## config.mk

```make
export PLATFORM = sky130hd
export DESIGN_NAME = icache_fill_ctrl_flat
export DESIGN_NICKNAME = d
export VERILOG_FILES = /design/src/rtl/icache_fill_ctrl_pkg.sv /design/src/rtl/icache_fill_ctrl_if.sv /design/src/rtl/icache_fill_buf.sv /design/src/rtl/icache_fill_ctrl.sv /design/src/flat_wrapper.sv
export SDC_FILE = /design/constraint.sdc
export NUM_CORES = 1
export LEC_CHECK = 0
export CORE_MARGIN = 5
export CORE_UTILIZATION = 40
export DETAILED_ROUTE_END_ITERATION = 6
export PLACE_DENSITY = 0.75
export SLEW_MARGIN = 20
export SYNTH_ARGS = -nofsm -noshare
export SYNTH_HDL_FRONTEND = slang
export SYNTH_SLANG_ARGS = --single-unit
export TNS_END_PERCENT = 20
```

## constraint.sdc

```tcl
create_clock -name i_clk -period 2.4 [get_ports i_clk]
set_clock_uncertainty 0.05 [all_clocks]
set_input_delay 0.48 -clock i_clk [delete_from_list [all_inputs] [get_ports i_clk]]
set_output_delay 0.48 -clock i_clk [all_outputs]
set_load 0.01 [all_outputs]
```

## src/rtl/icache_fill_ctrl_pkg.sv

```systemverilog
// Shared types and sizing for the L1 instruction-cache fill controller.
// Line, beat and address widths are derived here so every file agrees on them.
package icache_fill_ctrl_pkg;

    localparam int unsigned PADDR_W             = 32;
    localparam int unsigned CACHELINE_SIZE      = 16;
    localparam int unsigned CACHELINE_SIZE_BITS = 4;
    localparam int unsigned BEAT_BYTES          = 4;
    localparam int unsigned NUM_BEATS           = CACHELINE_SIZE / BEAT_BYTES;
    localparam int unsigned BEAT_PTR_W          = $clog2(NUM_BEATS);
    localparam int unsigned BEAT_OFF_BITS       = $clog2(BEAT_BYTES);
    localparam int unsigned BEAT_W              = 8 * BEAT_BYTES;

    typedef logic [PADDR_W-1:0]          paddr_t;
    typedef logic [8*CACHELINE_SIZE-1:0] icache_data_entry_t;
    typedef logic [BEAT_W-1:0]           beat_t;
    typedef logic [BEAT_PTR_W-1:0]       beat_ptr_t;
    typedef logic [BEAT_PTR_W:0]         beat_cnt_t;

    localparam beat_cnt_t LAST_BEAT = beat_cnt_t'(NUM_BEATS - 1);

    typedef enum logic [2:0] {
        StIdle,
        StReq,
        StRecv,
        StFill,
        StDrain
    } ifill_state_t;

    function automatic paddr_t line_align(input paddr_t a);
        return a & ~paddr_t'(CACHELINE_SIZE - 1);
    endfunction

    function automatic paddr_t beat_align(input paddr_t a);
        return a & ~paddr_t'(BEAT_BYTES - 1);
    endfunction

    // Beat slot within the line that holds the byte at address a.
    function automatic beat_ptr_t beat_index(input paddr_t a);
        return a[CACHELINE_SIZE_BITS-1:BEAT_OFF_BITS];
    endfunction

endpackage

```

## src/rtl/icache_fill_ctrl_if.sv

```systemverilog
// Memory-side channel of the icache fill controller: one line request out,
// response beats back with no backpressure.
interface icache_fill_ctrl_if;
    import icache_fill_ctrl_pkg::*;

    logic   mem_req_valid;
    logic   mem_req_ready;
    paddr_t mem_req_paddr;
    logic   mem_resp_valid;
    beat_t  mem_resp_data;

    modport master (
        output mem_req_valid,
        output mem_req_paddr,
        input  mem_req_ready,
        input  mem_resp_valid,
        input  mem_resp_data
    );

    modport slave (
        input  mem_req_valid,
        input  mem_req_paddr,
        output mem_req_ready,
        output mem_resp_valid,
        output mem_resp_data
    );

endinterface

```

## src/rtl/icache_fill_buf.sv

```systemverilog
// Line assembly buffer: wrapping beat pointer, received-beat counter and one
// write-enabled slot register per beat.
module icache_fill_buf
    import icache_fill_ctrl_pkg::*;
(
    input  logic               i_clk,
    input  logic               i_rst,
    input  logic               i_start,
    input  beat_ptr_t          i_start_ptr,
    input  logic               i_count,
    input  logic               i_store,
    input  beat_t              i_beat,
    output beat_cnt_t          o_beat_cnt,
    output icache_data_entry_t o_line
);

    beat_ptr_t            beat_ptr_q;
    beat_cnt_t            beat_cnt_q;
    beat_t                line_q [NUM_BEATS];
    logic [NUM_BEATS-1:0] slot_we;

    always_ff @(posedge i_clk) begin
        if (i_rst) begin
            beat_ptr_q <= '0;
            beat_cnt_q <= '0;
        end else if (i_start) begin
            beat_ptr_q <= i_start_ptr;
            beat_cnt_q <= '0;
        end else if (i_count) begin
            beat_ptr_q <= beat_ptr_q + 1'b1;
            beat_cnt_q <= beat_cnt_q + 1'b1;
        end
    end

    always_comb begin
        slot_we = '0;
        if (i_store) begin
            slot_we[beat_ptr_q] = 1'b1;
        end
    end

    always_ff @(posedge i_clk) begin
        for (int unsigned k = 0; k < NUM_BEATS; k++) begin
            if (i_rst) begin
                line_q[k] <= '0;
            end else if (slot_we[k]) begin
                line_q[k] <= i_beat;
            end
        end
    end

    // Slot k lands at byte offset k*BEAT_BYTES of the line.
    always_comb begin
        o_line = '0;
        for (int unsigned k = 0; k < NUM_BEATS; k++) begin
            o_line[k*BEAT_W +: BEAT_W] = line_q[k];
        end
    end

    assign o_beat_cnt = beat_cnt_q;

endmodule

```

## src/rtl/icache_fill_ctrl.sv

```systemverilog
// L1 icache miss/fill controller: one line request per miss, beat collection, single-cycle fill,
// clean flush abort. Optional critical-word-first build: ICACHE_CRITICAL_WORD_FIRST_EN.
module icache_fill_ctrl
    import icache_fill_ctrl_pkg::*;
(
    input  logic               i_clk,
    input  logic               i_rst,
    input  logic               i_flush,
    input  logic               i_miss,
    input  paddr_t             i_miss_paddr,
    output logic               o_miss_ack,
    output logic               o_busy,
    icache_fill_ctrl_if.master mem,
    output logic               o_fill,
    output paddr_t             o_fill_paddr,
    output icache_data_entry_t o_fill_data,
`ifdef ICACHE_CRITICAL_WORD_FIRST_EN
    output logic               o_fill_done,
    output logic               o_crit_valid,
    output beat_t              o_crit_data
`else
    output logic               o_fill_done
`endif
);

    ifill_state_t state_q, state_d;
    paddr_t       paddr_q;
    beat_cnt_t    beat_cnt;
    beat_ptr_t    start_ptr;
    logic         last_beat;
    logic         buf_start;
    logic         buf_count;
    logic         buf_store;

    always_ff @(posedge i_clk) begin
        if (i_rst) begin
            state_q <= StIdle;
            paddr_q <= '0;
        end else begin
            state_q <= state_d;
            if (o_miss_ack) begin
                paddr_q <= i_miss_paddr;
            end
        end
    end

    assign last_beat = mem.mem_resp_valid && (beat_cnt == LAST_BEAT);

    always_comb begin
        state_d           = state_q;
        o_miss_ack        = 1'b0;
        mem.mem_req_valid = 1'b0;
        o_fill            = 1'b0;
        buf_start         = 1'b0;
        buf_count         = 1'b0;
        buf_store         = 1'b0;
        unique case (state_q)
            StIdle: begin
                if (i_miss && !i_flush) begin
                    o_miss_ack = 1'b1;
                    buf_start  = 1'b1;
                    state_d    = StReq;
                end
            end
            StReq: begin
                // Withdrawing an unaccepted request is legal on this port.
                if (i_flush) begin
                    state_d = StIdle;
                end else begin
                    mem.mem_req_valid = 1'b1;
                    if (mem.mem_req_ready) begin
                        state_d = StRecv;
                    end
                end
            end
            StRecv: begin
                buf_count = mem.mem_resp_valid;
                buf_store = mem.mem_resp_valid;
                if (last_beat) begin
                    state_d = i_flush ? StIdle : StFill;
                end else if (i_flush) begin
                    state_d = StDrain;
                end
            end
            StFill: begin
                o_fill  = !i_flush;
                state_d = StIdle;
            end
            StDrain: begin
                // Beats already requested must still be swallowed; nothing is written.
                buf_count = mem.mem_resp_valid;
                if (last_beat) begin
                    state_d = StIdle;
                end
            end
            default: state_d = StIdle;
        endcase
        if (i_rst) begin
            o_miss_ack        = 1'b0;
            mem.mem_req_valid = 1'b0;
            o_fill            = 1'b0;
            buf_start         = 1'b0;
        end
    end

`ifdef ICACHE_CRITICAL_WORD_FIRST_EN
    assign start_ptr         = beat_index(i_miss_paddr);
    assign mem.mem_req_paddr = beat_align(paddr_q);
    assign o_crit_valid      = (state_q == StRecv) && mem.mem_resp_valid && (beat_cnt == '0)
                               && !i_flush && !i_rst;
    assign o_crit_data       = o_crit_valid ? mem.mem_resp_data : '0;
`else
    assign start_ptr         = '0;
    assign mem.mem_req_paddr = line_align(paddr_q);
`endif

    assign o_busy       = (state_q != StIdle);
    assign o_fill_done  = o_fill;
    assign o_fill_paddr = line_align(paddr_q);

    icache_fill_buf u_fill_buf (
        .i_clk       (i_clk),
        .i_rst       (i_rst),
        .i_start     (buf_start),
        .i_start_ptr (start_ptr),
        .i_count     (buf_count),
        .i_store     (buf_store),
        .i_beat      (mem.mem_resp_data),
        .o_beat_cnt  (beat_cnt),
        .o_line      (o_fill_data)
    );

`ifndef SYNTHESIS
    // Beats outside RECV/DRAIN violate the memory protocol and are dropped.
    resp_only_when_expected : assert property (@(posedge i_clk) disable iff (i_rst)
        mem.mem_resp_valid |-> (state_q == StRecv || state_q == StDrain))
        else $error("icache_fill_ctrl: response beat outside RECV/DRAIN");
`endif

endmodule

```

## src/flat_wrapper.sv

```systemverilog
// flat-port wrapper written by rule: the top's interface ports become plain ports
module icache_fill_ctrl_flat import icache_fill_ctrl_pkg::*;
  (i_clk, i_rst, i_flush, i_miss, i_miss_paddr, o_miss_ack, o_busy, o_fill, o_fill_paddr, o_fill_data, o_fill_done, mem_mem_req_valid, mem_mem_req_paddr, mem_mem_req_ready, mem_mem_resp_valid, mem_mem_resp_data);
  icache_fill_ctrl_if mem_i ();
  input  logic i_clk;
  input  logic i_rst;
  input  logic i_flush;
  input  logic i_miss;
  input  paddr_t i_miss_paddr;
  output logic o_miss_ack;
  output logic o_busy;
  output logic o_fill;
  output paddr_t o_fill_paddr;
  output icache_data_entry_t o_fill_data;
  output logic o_fill_done;
  output wire logic [$bits(mem_i.mem_req_valid)-1:0] mem_mem_req_valid;
  output wire logic [$bits(mem_i.mem_req_paddr)-1:0] mem_mem_req_paddr;
  input wire logic [$bits(mem_i.mem_req_ready)-1:0] mem_mem_req_ready;
  input wire logic [$bits(mem_i.mem_resp_valid)-1:0] mem_mem_resp_valid;
  input wire logic [$bits(mem_i.mem_resp_data)-1:0] mem_mem_resp_data;
  assign mem_mem_req_valid = mem_i.mem_req_valid;
  assign mem_mem_req_paddr = mem_i.mem_req_paddr;
  assign mem_i.mem_req_ready = mem_mem_req_ready;
  assign mem_i.mem_resp_valid = mem_mem_resp_valid;
  assign mem_i.mem_resp_data = mem_mem_resp_data;
  icache_fill_ctrl u_core (.i_clk(i_clk), .i_rst(i_rst), .i_flush(i_flush), .i_miss(i_miss), .i_miss_paddr(i_miss_paddr), .o_miss_ack(o_miss_ack), .o_busy(o_busy), .mem(mem_i), .o_fill(o_fill), .o_fill_paddr(o_fill_paddr), .o_fill_data(o_fill_data), .o_fill_done(o_fill_done));
endmodule
```

After elaboration in Yosys (flattened, before gate mapping)

Memories as Yosys holds them, arrays and structs flattened.
Cells that the tools add are included.

$add $sub $neg: 2
$lt $le $gt $ge: 2
Eq/ne operators: 9
Multiplexer cells: 39
Bitwise logic cells: 4
Reductions and logical operators: 9

Operators with widths:

| kind                                                               | count |
|---|---|
| two-way mux 32 bit                                                 | 4 |
| two-way mux 1 bit                                                  | 25 |
| two-way mux 3 bit                                                  | 6 |
| one-hot mux 3 bit (4 select lines)                                 | 1 |
| == test 3 x 2 -> 1 bit (second input constant)                     | 3 |
| two-way mux 4 bit                                                  | 1 |
| != test 2 x 1 -> 1 bit (second input constant)                     | 2 |
| OR 1 bit                                                           | 4 |
| AND reduction 4 bit                                                | 1 |
| OR reduction 2 bit                                                 | 2 |
| adder 3 x 1 -> 3 bit (second input constant)                       | 1 |
| == test 3 x 1 -> 1 bit (second input constant)                     | 1 |
| == test 3 bit (second input constant)                              | 1 |
| logical AND 1 bit                                                  | 3 |
| logical NOT 3 bit                                                  | 1 |
| < comparator 2 x 3 -> 1 bit (second input constant)                | 1 |
| != test 3 x 2 -> 1 bit (second input constant)                     | 1 |
| != test 3 bit (second input constant)                              | 1 |
| nonzero test 3 bit                                                 | 1 |
| adder 2 x 1 -> 2 bit (second input constant)                       | 1 |
| demux 1 bit (select 2 bit)                                         | 1 |
| greater-or-equal comparator 2 x 1 -> 1 bit (second input constant) | 1 |
| two-way mux 2 bit                                                  | 1 |
| logical NOT 1 bit                                                  | 1 |

Flip-flop bits (word level): 40
Memory bits (writable): 128
Input bits: 70
Output and inout port bits: 197
Logic and storage cells: 70
Memories: 1

Memories:

| name                     | words | width | read ports | clocked after memory_dff | write ports | RTL line              | source |
|---|---|---|---|---|---|---|---|
| u_core.u_fill_buf.line_q | 4     | 32    | 4          | 0                        | 4           | icache_fill_buf.sv:19 | `beat_t line_q [NUM_BEATS];` |

Longest topological paths before layout

Word-level depth: 9
Depth in mapped cells: 6
Mapped depth without buffers: 6

By module

From an unflattened synthesis, not the netlist that was laid out.

Cells, all modules: 502
Area, all modules: 6791.5 um^2

Modules (own cells, without submodules):

| module           | times used | cells an instance | area an instance (um^2) | seq. area each (um^2) |
|---|---|---|---|---|
| icache_fill_buf  | 1          | 305               | 5207.5                  | 3943.8 |
| icache_fill_ctrl | 1          | 197               | 1584.0                  | 620.6 |

Worst setup path before layout

Ideal clock, no wire load.

Path type: flip-flop to output port
Start: register u_core.state_q[0]
End: output port o_fill_done
Data arrival time: 1478 ps
Data required time: 1870 ps
Path slack: 392 ps
Stages on the path, launching flop included: 6
Path buffers: 2
Cell sequence: dfxtp_1 > buf_2 > inv_1 > or3_1 > nor3_1 > buf_4

Longest elaborated chain between the ends: 3

Ends and longest elaborated chain:

| element                  | RTL line               | source |
|---|---|---|
| start: declaration       | icache_fill_ctrl.sv:26 | `ifill_state_t state_q, state_d;` |
| start signal: assignment | icache_fill_ctrl.sv:37 | `state_q <= StIdle;` |
| start signal: assignment | icache_fill_ctrl.sv:40 | `state_q <= state_d;` |
| == test 3 x 2 -> 1 bit   | icache_fill_ctrl.sv:57 | `unique case (state_q)` |
| two-way mux 1 bit        | icache_fill_ctrl.sv:57 |  |
| two-way mux 1 bit        | icache_fill_ctrl.sv:98 | `if (i_rst) begin` |
| end: declaration         | flat_wrapper.sv:15     | `output logic o_fill_done;` |

No other way between the ends.

Worst setup path in the final report

Start: input port i_miss
End: output port o_miss_ack

Longest elaborated chain between the ends: 4

Ends and longest elaborated chain:

| element            | RTL line               | source |
|---|---|---|
| start: declaration | flat_wrapper.sv:8      | `input logic i_miss;` |
| logical AND 1 bit  | icache_fill_ctrl.sv:59 | `if (i_miss && !i_flush) begin` |
| two-way mux 1 bit  | icache_fill_ctrl.sv:59 |  |
| two-way mux 1 bit  | icache_fill_ctrl.sv:57 |  |
| two-way mux 1 bit  | icache_fill_ctrl.sv:98 |  |
| end: declaration   | flat_wrapper.sv:10     | `output logic o_miss_ack;` |

No other way between the ends.

==> impl_metrics.yaml <==
sta:
  tightestPinTransition_ns: 0.760
  hold_viol: 0
  finalCriticalPeriod_ns: 2.34
  slew_violations: 0
  setup_viol: 0
  layout_setup_ws_ns: 0.0587
  rsz0062_at_grt: "yes"
  timing.fmax_mhz: 427
  max_slew_margin: 0.487
  fin_crit_sh: 0.976
detailed_routing:
  dr.pass1.iters: 5
  drt-total-wl_um: 17600
  drtIter0Drc: 241
  drc: 0
  vias: 4519
  vias_per_cell: 4.96
  wl_per_cell_um: 19.3
  postRouteAntennaNets: 0
setup_path:
  startpoint_type: "input pin"
  cp_max_fo: 2
  critPathSlowestCell: "clkdlybuf4s50_1"
  cp_cell_sequence: "clkdlybuf4s50_1, or4b_4, nor3_2, buf_4, buf_2"
  crit_arrival_ns: 1.81
  crit_required_ns: 1.87
  path_class: "input pin to output pin"
  end_kind: "output pin"
  slowest_delay_ns: 0.47
cts:
  cts_buffers: 17
  cts_root_buf: "clkbuf_16"
  cts.path.max_buffers: 2
  htree_num_levels: 4
  cts_tree: "done"
  clock_sinks: 164
  worstSkewPairLatency_ns: 0.42
  cts.clk_slew.worst_paths_ns: 0.06
  postCtsHoldBufs: 0
finish:
  layout.nets: 760
  syn_to_final_growth_pct: 51.0
  final_util: 0.617
  drive_above_1_share: 0.0862
  fin_cells: 912
  final_cell_area_mm2: 0.00980
  antennaDiodeCount: 0
global_routing:
  grt_overflow_total: 0
  grt_pass1_wl_um: 26600
  grt_antenna_before_repair: 0
  grt_pass1_vias: 4757
  grt_max_degree: 64
  grtUsageTotal: 0.187
placement:
  dp.cells: 881
  io_buffers: 254
  dpl_cell_area_mm2: 0.00915
  dp_hpwl_um: 12200
  pre_cts_ws_ns: -0.370
  gp_congestion: 0.805
logic_synthesis:
  synthDominantCellAreaShare: 0.593
  synth_commonest_cells: "128 x edfxtp_1, 97 x and3_1, 38 x buf_4, 36 x dfxtp_1, 32 x and2_1"
  synth_most_common_cell: "edfxtp_1"
  synth-seq-cells: 164
  yosys_warnings: 0
  syn_area_per_cell_um2: 14.4
  ys_async_sr_fraction: 0
  synth_top_cell_by_area: "edfxtp_1"
  synth_top_flop_cell: "edfxtp_1"
  synth_cells: 452
  synth.yosys.seq_area_share: 0.704
  synth.top_cells.by_area: "edfxtp_1 59%, dfxtp_1 11%, and3_1 9.4%"
  synth_area_mm2: 0.00649
  synth_edf_count: 128
  synth_cell_types: 39
floorplanning:
  die-area_mm2: 0.0189
  initial_core_util: 0.408
  ios: 267
  die_y_um: 137
  die_x_um: 137
  std_cell_rows: 46
  core_mm2: 0.0159
status:
  status: "finished clean"
power:
  total_power_mw: 7.05
  power.density_mw_per_mm2: 720
  ir_worst_vdd_mv: 0.508
  leakage_nw: 3.99
flow_run:
  drv_cap: 0
worst_hold_path:
  min_path_type: "flip-flop to flip-flop"
## per-layer routing
metal,up-vias,global-route usage,wire length [µm]
met5,-,0,0
li1,2084,-,-
met3,22,0.0617,1660
met2,246,0.320,8800
met4,0,0.0615,327
met1,2167,0.224,6840
## critical path: cells and delay by family
kind	cells	cell delay (ns)
buffers and inverters	3	0.73
and+or+nand+nor	2	0.59
## state kept, by name, summed over array words and instances (netlist names)
register                      flops
u_core.paddr_q                   28
u_core.state_q                    3
u_core.u_fill_buf.line_q        128
u_core.u_fill_buf.beat_ptr_q      2
u_core.u_fill_buf.o_beat_cnt      3
## what timing repair did
| action | CTS | global route |
|---|---|---|
| setup buffers | 0 | 0 |
| pin swaps | 0 | 0 |
| endpoints found under the setup margin | 4 | 3 |
| resized for setup | 8 | 1 |
## worst paths after layout
| kind | to | slack (ns) | cells past startpoint | startpoint |
|---|---|---|---|---|
| worst max-delay path | o_miss_ack | 0.06 | 5 | i_miss |
| worst min-delay path | u_core.paddr_q[9] | 0.45 | 1 | u_core.paddr_q[9] |
| worst max register to register | u_core.u_fill_buf.line_q[1][25] | 0.52 | 3 | u_core.u_fill_buf.beat_ptr_q[0] |
| worst min register to register | u_core.paddr_q[9] | 0.45 | 1 | u_core.paddr_q[9] |
## per-stage QoR
stage          TNS [ns]  hold slack [ns]
4_1_cts               0            0.456
5_1_grt        -0.00359            0.468
3_3_place_gp     -0.875            0.429
3_5_place_dp     -0.974            0.432
2_1_floorplan         0            0.415
6_report              0            0.446
## power breakdown
| part | internal, mW | switching (mW) | total, mW | leakage (nW) |
|---|---|---|---|---|
| combinational | 0.460 | 0.368 | 0.829 | 2.07 |
| sequential | 3.18 | 0.0713 | 3.25 | 1.62 |
| clock | 1.86 | 1.12 | 2.98 | 0.306 |
| total | 5.49 | 1.56 | 7.05 | 3.99 |
## cells in the final DEF, fill, tap and decap left out, types with 2 or more instances in the layout
cell type,synthesis,routed
xnor2_1,2,2
dlygate4sd2_1,0,3
nor2_1,7,7
buf_12,0,7
ha_1,6,6
clkbuf_16,0,17
a21o_1,4,4
a21oi_1,2,2
and3_1,97,97
mux2i_1,2,2
nor3_1,5,4
inv_6,0,3
o21ai_0,4,4
clkinvlp_4,0,3
nor3_2,2,2
nand3_1,2,2
conb_1,1,8
a22o_1,28,28
bufinv_16,0,5
and2_1,32,32
edfxtp_1,128,128
dfxtp_1,36,35
clkdlybuf4s50_1,0,250
inv_1,6,6
buf_4,38,14
nand2_1,2,2
## cells by family (layout without fill, tap and decap cells)
group | Yosys count | count (layout) | share of synthesized area
other | 1 | 8 | 0.000578
DFF | 164 | 164 | 0.704
and+or+nand+nor | 159 | 159 | 0.153
adders and majority gates | 6 | 6 | 0.0116
buffers and inverters | 75 | 312 | 0.0714
AOI/OAI and AO/OA | 42 | 42 | 0.0523
muxes | 2 | 2 | 0.00309
xor gates and xnor gates | 3 | 3 | 0.00405
## final cells by class
class | instances | area [µm²]
Tap cell | 216 | 270
Clock inverter | 14 | 223
Multi-Input combinational cell | 220 | 1510
Sequential cell | 164 | 4570
Clock buffer | 17 | 425
Timing Repair Buffer | 275 | 2780
Inverter | 6 | 22.5
Fill cell | 1193 | 6090
Power figures use the tool's default switching activity.
